--- config.mk ---
export PLATFORM = sky130hd
export DESIGN_NAME = gxsim_hostreg_initiator
export DESIGN_NICKNAME = d
export VERILOG_FILES = /design/src/rtl/gxsim_hostreg_initiator_pkg.sv /design/src/rtl/gxsim_word_shifter.sv /design/src/rtl/gxsim_hostreg_initiator.sv
export SDC_FILE = /design/constraint.sdc
export NUM_CORES = 1
export LEC_CHECK = 0
export CAP_MARGIN = 20
export CORE_MARGIN = 1.5
export CORE_UTILIZATION = 45
export DETAILED_ROUTE_END_ITERATION = 12
export GPL_TIMING_DRIVEN = 0
export PLACE_DENSITY = 0.7
export REMOVE_ABC_BUFFERS = 1
export SYNTH_ARGS = -nofsm -noshare
export SYNTH_HDL_FRONTEND = slang
export SYNTH_HIERARCHICAL = 1
export SYNTH_SLANG_ARGS = --single-unit
--- constraint.sdc ---
create_clock -name clk -period 5.1 [get_ports clk]
set_input_delay 0.51 -clock clk [delete_from_list [all_inputs] [get_ports clk]]
set_output_delay 0.51 -clock clk [all_outputs]
set_load 0.005 [all_outputs]
--- src/rtl/gxsim_hostreg_initiator_pkg.sv ---
// Shared constants for the GenX host-register initiator: opcodes, frame sizes,
// FSM state encoding and the shifter control bundle.
package gxsim_hostreg_initiator_pkg;

    localparam logic [7:0] OP_WRITE_DEF    = 8'h02;
    localparam logic [7:0] OP_READ_DEF     = 8'h0B;
    localparam int         DUMMY_BYTES_DEF = 0;
    localparam int         WORD_BYTES      = 4;

    localparam logic [2:0] ST_IDLE    = 3'd0;
    localparam logic [2:0] ST_ADDR    = 3'd1;
    localparam logic [2:0] ST_WDATA   = 3'd2;
    localparam logic [2:0] ST_WSTROBE = 3'd3;
    localparam logic [2:0] ST_DUMMY   = 3'd4;
    localparam logic [2:0] ST_RSAMPLE = 3'd5;
    localparam logic [2:0] ST_RSEND   = 3'd6;
    localparam logic [2:0] ST_DRAIN   = 3'd7;

    typedef struct packed {
        logic       clear;
        logic       load;
        logic       shift;
        logic [7:0] byte_in;
    } shift_ctrl_t;

    // States in which the initiator can take an rx byte.
    function automatic logic rx_state(input logic [2:0] s);
        return (s == ST_IDLE) || (s == ST_ADDR) || (s == ST_WDATA) ||
               (s == ST_DUMMY) || (s == ST_DRAIN);
    endfunction

endpackage

--- src/rtl/gxsim_word_shifter.sv ---
// 32-bit byte shifter with a word-position counter; shifts MSB first in both
// directions, so the same register collects rx words and emits tx words.
module gxsim_word_shifter
    import gxsim_hostreg_initiator_pkg::*;
(
    input  logic        clk,
    input  logic        reset,
    input  shift_ctrl_t ctrl,
    input  logic [31:0] load_word,
    output logic [31:0] shifted,
    output logic [7:0]  top_byte,
    output logic        done
);

    logic [31:0] word;
    logic [1:0]  count;

    assign shifted  = {word[23:0], ctrl.byte_in};
    assign top_byte = word[31:24];
    assign done     = ctrl.shift && (count == 2'(WORD_BYTES - 1));

    always_ff @(posedge clk or posedge reset) begin
        if (reset) begin
            word  <= '0;
            count <= '0;
        end else if (ctrl.load) begin
            word  <= load_word;
            count <= '0;
        end else if (ctrl.shift) begin
            word  <= shifted;
            count <= count + 2'd1;
        end else if (ctrl.clear) begin
            count <= '0;
        end
    end

endmodule

--- src/rtl/gxsim_hostreg_initiator.sv ---
// Host-register bus initiator: decodes framed QSPI bytes into register
// writes/reads. Define GXSIM_HOSTREG_BURST_EN for auto-incrementing bursts.
//
// state    | meaning
// IDLE     | waiting for opcode byte
// ADDR     | collecting 4 address bytes
// WDATA    | collecting 4 write-data bytes
// WSTROBE  | write_strobe high for this cycle
// DUMMY    | discarding turnaround bytes before read data
// RSAMPLE  | capturing rdata for the current address
// RSEND    | streaming 4 read bytes
// DRAIN    | discarding bytes until chip select drops
module gxsim_hostreg_initiator
    import gxsim_hostreg_initiator_pkg::*;
#(
    parameter logic [7:0] OP_WRITE    = OP_WRITE_DEF,
    parameter logic [7:0] OP_READ     = OP_READ_DEF,
    parameter int         DUMMY_BYTES = DUMMY_BYTES_DEF
) (
    input  logic        clk,
    input  logic        reset,
    input  logic        cs_active,
    input  logic [7:0]  rx_data,
    input  logic        rx_valid,
    output logic        rx_ready,
    output logic [31:0] address,
    output logic [31:0] wdata,
    output logic        write_strobe,
    input  logic [31:0] rdata,
    output logic [7:0]  tx_data,
    output logic        tx_valid,
    input  logic        tx_ready,
    output logic [15:0] err_count
);

`ifdef GXSIM_HOSTREG_BURST_EN
    localparam bit BURST = 1'b1;
`else
    localparam bit BURST = 1'b0;
`endif

    logic [2:0]  state;
    logic [2:0]  state_next;
    logic        is_read;
    logic [7:0]  dummy_left;
    logic        rx_fire;
    logic        tx_fire;
    logic        op_legal;
    shift_ctrl_t sh_ctrl;
    logic [31:0] sh_shifted;
    logic        sh_done;

    assign rx_fire  = cs_active && rx_valid && rx_ready;
    assign tx_fire  = tx_valid && tx_ready;
    assign op_legal = (rx_data == OP_WRITE) || (rx_data == OP_READ);

    always_comb begin
        sh_ctrl.clear   = (state == ST_IDLE);
        sh_ctrl.load    = (state == ST_RSAMPLE) && cs_active;
        sh_ctrl.shift   = (rx_fire && ((state == ST_ADDR) || (state == ST_WDATA))) ||
                          ((state == ST_RSEND) && tx_fire);
        sh_ctrl.byte_in = (state == ST_RSEND) ? 8'h00 : rx_data;
    end

    gxsim_word_shifter u_shifter (
        .clk       (clk),
        .reset     (reset),
        .ctrl      (sh_ctrl),
        .load_word (rdata),
        .shifted   (sh_shifted),
        .top_byte  (tx_data),
        .done      (sh_done)
    );

    // Dropping chip select abandons the frame from any state.
    always_comb begin
        state_next = state;
        if (!cs_active) begin
            state_next = ST_IDLE;
        end else begin
            case (state)
                ST_IDLE:    if (rx_fire) state_next = op_legal ? ST_ADDR : ST_DRAIN;
                ST_ADDR:    if (sh_done) begin
                                if (!is_read)
                                    state_next = ST_WDATA;
                                else if (DUMMY_BYTES == 0)
                                    state_next = ST_RSAMPLE;
                                else
                                    state_next = ST_DUMMY;
                            end
                ST_WDATA:   if (sh_done) state_next = ST_WSTROBE;
                ST_WSTROBE: state_next = BURST ? ST_WDATA : ST_DRAIN;
                ST_DUMMY:   if (rx_fire && (dummy_left == 8'd0)) state_next = ST_RSAMPLE;
                ST_RSAMPLE: state_next = ST_RSEND;
                ST_RSEND:   if (sh_done) state_next = BURST ? ST_RSAMPLE : ST_DRAIN;
                ST_DRAIN:   state_next = ST_DRAIN;
                default:    state_next = ST_IDLE;
            endcase
        end
    end

    always_ff @(posedge clk or posedge reset) begin
        if (reset) begin
            state        <= ST_IDLE;
            is_read      <= 1'b0;
            dummy_left   <= '0;
            address      <= '0;
            wdata        <= '0;
            write_strobe <= 1'b0;
            tx_valid     <= 1'b0;
            rx_ready     <= 1'b0;
            err_count    <= '0;
        end else begin
            state        <= state_next;
            rx_ready     <= rx_state(state_next);
            tx_valid     <= (state_next == ST_RSEND);
            // Registered so a strobe already earned survives cs falling.
            write_strobe <= (state == ST_WDATA) && sh_done;

            if ((state == ST_IDLE) && rx_fire) begin
                is_read <= (rx_data == OP_READ);
                if (!op_legal && (err_count != 16'hFFFF))
                    err_count <= err_count + 16'd1;
            end

            if ((state == ST_ADDR) && sh_done) begin
                address    <= sh_shifted;
                dummy_left <= 8'(DUMMY_BYTES - 1);
            end

            if ((state == ST_WDATA) && sh_done)
                wdata <= sh_shifted;

            if ((state == ST_DUMMY) && rx_fire && (dummy_left != 8'd0))
                dummy_left <= dummy_left - 8'd1;

            if (BURST && cs_active &&
                ((state == ST_WSTROBE) || ((state == ST_RSEND) && sh_done)))
                address <= address + 32'd4;
        end
    end

endmodule

# [Word-level counts from Yosys, hierarchy flattened]
# Cells that the tools add are included.
# W data, S select, Z words.
[classes] reduce_logical=31 mux=17 addsub=3 eq_ne=16
[ops] operator="$mux W32" count=2
[ops] operator="$mux W3" count=8
[ops] operator="$mux W8" count=3
[ops] operator="$eq A3 B3 Y1 const B" count=7
[ops] operator="$pmux W3 S7" count=1
[ops] operator="$add A16 B1 Y16 const B" count=1
[ops] operator="$ne A16 B16 Y1 const B" count=1
[ops] operator="$logic_and A1 B1 Y1" count=14
[ops] operator="$eq A3 B2 Y1 const B" count=3
[ops] operator="$eq A8 B2 Y1 const B" count=1
[ops] operator="$eq A8 B4 Y1 const B" count=1
[ops] operator="$logic_not A8 Y1" count=1
[ops] operator="$reduce_bool A8 Y1" count=1
[ops] operator="$sub A8 B1 Y8 const B" count=1
[ops] operator="$logic_or A1 B1 Y1" count=7
[ops] operator="$eq A3 B1 Y1 const B" count=2
[ops] operator="$logic_not A3 Y1" count=2
[ops] operator="$mux W2" count=3
[ops] operator="$reduce_bool A2 Y1" count=2
[ops] operator="$reduce_bool A3 Y1" count=1
[ops] operator="$add A2 B1 Y2 const B" count=1
[ops] operator="$eq A2 B2 Y1 const B" count=1
[ops] operator="$reduce_and A2 Y1" count=1
[ops] operator="$reduce_or A2 Y1" count=1
[ops] operator="$logic_not A1 Y1" count=1
[word_totals] out_inout_bits=91 regBits=129

# [Logic depth before layout (Yosys ltp)]
# Gate-level depths: netlist of run 1.
[depth] ltp_word=13 mapped_depth=13 mapped_depth_nobuf=10

# [Modules after synthesis]
# Netlist of run 1, hierarchy kept.
[by_module_without_submodules] module="gxsim_hostreg_initiator" cells_each=304 area_each_um2=4067.7 n_inst=1
[by_module_without_submodules] module="gxsim_word_shifter" cells_each=158 area_each_um2=1651.6 n_inst=1

# [Worst setup path after synthesis of run 1]
# Ideal clock, no wire load.
[synth_timing] path_type="input port to flip-flop" startpoint="input cs_active" endpoint="register address[5]" cell_stages=12 path_slack_ps=2310 arrival_ps=2665 cell_sequence="nand3_1 nor2_1 a31oi_1 o2bb2ai_1 buf_6 buf_6 and2_1 nand2_1 nor2_1 buf_2 buf_1 mux2_2"
[synth_lines] element="start, declared" line_no="gxsim_hostreg_initiator.sv:22" text="input logic cs_active,"
[synth_lines] element="end signal, assigned" line_no="gxsim_hostreg_initiator.sv:127" text="address <= sh_shifted;"
[synth_lines] element="end signal, assigned" line_no="gxsim_hostreg_initiator.sv:139" text="address <= address + 32'd4;"
[synth_lines] element="end, declared" line_no="gxsim_hostreg_initiator.sv:26" text="output logic [31:0] address,"

==> results of run 1 <==
[per-stage QoR]
step	instance area, um^2	utilization	cells
5_1_grt	7860	0.644	774
6_report	7860	0.644	774
4_1_cts	7860	0.644	774
3_5_place_dp	7250	0.593	742
3_3_place_gp	7090	0.581	737
2_1_floorplan	5530	-	434
[Yosys cell counts, drive strengths merged, types with 2 or more instances]
library cell  count  area (um^2)
nand2            40          150
a21oi             7         38.8
nand3             8         40.0
xnor2             8         70.1
mux2             65          736
nor4              3         25.0
nor4b             2         32.5
nor3b             2         15.0
a31oi             7         43.8
ha                4         50.1
nand2b            5         38.8
o21ai            34          170
and2             11         68.8
mux2i            34          340
nor2b             4         25.0
nand4             7         43.8
a211oi            5         50.1
nor3              8         60.1
buf              25          175
inv               8         30.0
or3b              3         28.8
nor2             18         67.6
dfrtp           129         3230
and3              3         18.8
clkbuf            3         11.3
xor2              9         78.8
[cells by family (layout without fill, tap and decap cells)]
family | count (synthesis) | count (layout) | share of synthesized area
AND/OR/NAND/NOR | 118 | 118 | 0.113
buffers and inverters | 37 | 181 | 0.0387
adder cells (fa/ha/maj) | 4 | 4 | 0.00875
AO/OA/AOI/OAI | 58 | 58 | 0.0606
XOR/XNOR | 17 | 17 | 0.0260
multiplexers | 99 | 99 | 0.188
flip-flops | 129 | 129 | 0.564
[report_power, final]
group	switching (uW)	internal [uW]
logic	336	354
registers	194	1210
clock network	438	822
total	968	2380
[worst min path at each step]
| stage | to | slack [ns] |
|---|---|---|
| after global placement | dummy_left[7]$_DFFE_PP0P_ | 0.48 |
| after CTS | dummy_left[7]$_DFFE_PP0P_ | 0.49 |
| after global routing | address[28]$_DFFE_PP0P_ | 0.52 |
| after detailed placement | dummy_left[7]$_DFFE_PP0P_ | 0.48 |
| after floorplan | dummy_left[7]$_DFFE_PP0P_ | 0.46 |
| final | dummy_left[7]$_DFFE_PP0P_ | 0.50 |
[layer usage]
| layer | wire [um] | track usage | up-vias | share of wire |
|---|---|---|---|---|
| met2 | 6540 | 0.352 | 103 | 0.50 |
| met5 | 0 | 0 | - | 0 |
| li1 | - | - | 1883 | - |
| met4 | 420 | 0.102 | 0 | 0.032 |
| met3 | 609 | 0.0476 | 28 | 0.046 |
| met1 | 5550 | 0.263 | 2006 | 0.42 |
[cell type report]
type	instances	area, um^2	area share
flip-flops and latches	129	3230	0.411
multi-input cells	296	2300	0.293
repair buffers	140	1470	0.186
clock buffers	24	492	0.0625
well taps	168	210	0.0267
clock inverters	8	125	0.0159
inverters	9	37.5	0.00477
[state kept, by name, summed over array words and instances, names as in the netlist]
signal and flops:
address 32, u_shifter/word 32, wdata 32, err_count 16, dummy_left 8, state 3, u_shifter/count 2, is_read 1
rx_ready 1, tx_valid 1, write_strobe 1
==> metrics, run 1 <==
DRC 0; Largest delay share family, worst path simple AND/OR/NAND/NOR gates; Min-Delay Path Class flip-flop to flip-flop; pre-CTS setup slack 0.634 ns; Peak VDD IR 0.268 mV; chip height 116 um; RSZ-0062 raised after global routing no; clock root buffer clkbuf_16; filler instances 989; global-route wire length before repair 21700 um; max_slew headroom 0.461; leakage power 0.00340 uW; worst flop-to-flop path endpoint address[26]$_DFFE_PP0P_; crit-path max cell delay 0.69 ns; H-tree depth 4; max capacitance violation total 0; Crit Path Class primary input to flip-flop; Slew Viols, Final 0; Area Overhead vs Synth 37.5%; Port Buffer Count 135; CTS tree built; number of global-route vias before repair 4123; Hold Buf Count CTS 0; final number of setup-violating endpoints 0; initial antenna violation count 0; Setup Buffers After CTS 0; Cell Chain, Critical Path clkdlybuf4s50_1, nand3_1, nor2_1, a31oi_1, o2bb2ai_4, buf_12, and2_1, nand2_1, nor2_4, buf_12, mux2_2; reg2reg start rx_ready$_DFF_PP0_; Hold Violations, Final 0; CP arrival 4.32 ns; WP buf/inv 3; sequential fraction of the synthesis area 0.564; Placer Congestion 0.837; total power 3350 uW; CTS Buf Count 17; worst setup margin 1.07 ns; WHS Path Cells 1; number of synthesized flops with an enable pin 0; # rows 40; total die area 13400 um^2; Synth Cell Area 5720 um^2; ant diodes 0; # IOs 136; largest net degree at the start of global routing 57; clk_skew 0.00829 ns; Yosys warning count 6; #FFs+latches synth 129; fmax 248 MHz; Post-DP HPWL 8840 um; R2R cell count 10; CTS sink cnt 129; cells after synthesis 462; Tmin final 4.03 ns; aggregate global routing overflow 0; CTS resizes 0; Hold Crit Start dummy_left[7]$_DFFE_PP0P_; CTS clk-pin slew, worst paths 0.05 ns; final setup TNS 0 ns; core box area 12200 um^2; flop2flop setup slack 1.38 ns; syn avg cell area 12.4 um^2; status finished clean; DRT iter0 DRCs 222; critical path depth in cells 11; Initial Util 0.468; Yosys cell types 48; vias 4020; Slowest cell on crit path o2bb2ai_4; period utilisation layout 0.790; Post-layout nets 642; critical-path maximum fanout 21; GRT Util Overall 0.212; Worst setup SP type primary input; Async S/R FF share, synth 1.00; die width 116 um; most frequent cells in the layout 135 x clkdlybuf4s50_1, 129 x dfrtp_1, 64 x mux2_2; Fin Hold WS 0.501 ns; ys flop type dfrtp_1; worst slew pin tran 0.807 ns; maximum buffer depth of the clock tree 2; Setup crit end address[26]$_DFFE_PP0P_; CP dominant cell by count buf_12; layout cells sized above 1 0.195; worst skew pair latency 0.41 ns; CP startpoint cs_active; WP data required 5.39 ns; Setup crit end kind flip-flop; Antenna Nets Post-Route 0; P per Cell Area 426 nW/um^2; most common cell after layout, fill and taps aside clkdlybuf4s50_1; drt total wl 13100 um; wire per inst 16.9 um; vias per cell 5.19; drt first pass iters 4
Note: power is estimated with default switching activity, not from simulation.
==> run 2: changes to the inputs <==
clock period = 4.23 ns   (was 5.1 ns; I/O delays follow)
==> results of run 2 <==
The final DEF is identical to that of run 1. Status: finished clean.
Main changes from that run: setup slack after placement 0.634 ns -> -0.149 ns; clock-pin slew on the worst setup and hold paths 0.05 ns -> 0.06 ns; setup slack after layout 1.07 ns -> 0.286 ns; hold slack 0.501 ns -> 0.465 ns; register-to-register setup slack 1.38 ns -> 0.51 ns; total power 3350 uW -> 4040 uW; worst IR drop on VDD 0.268 mV -> 0.323 mV
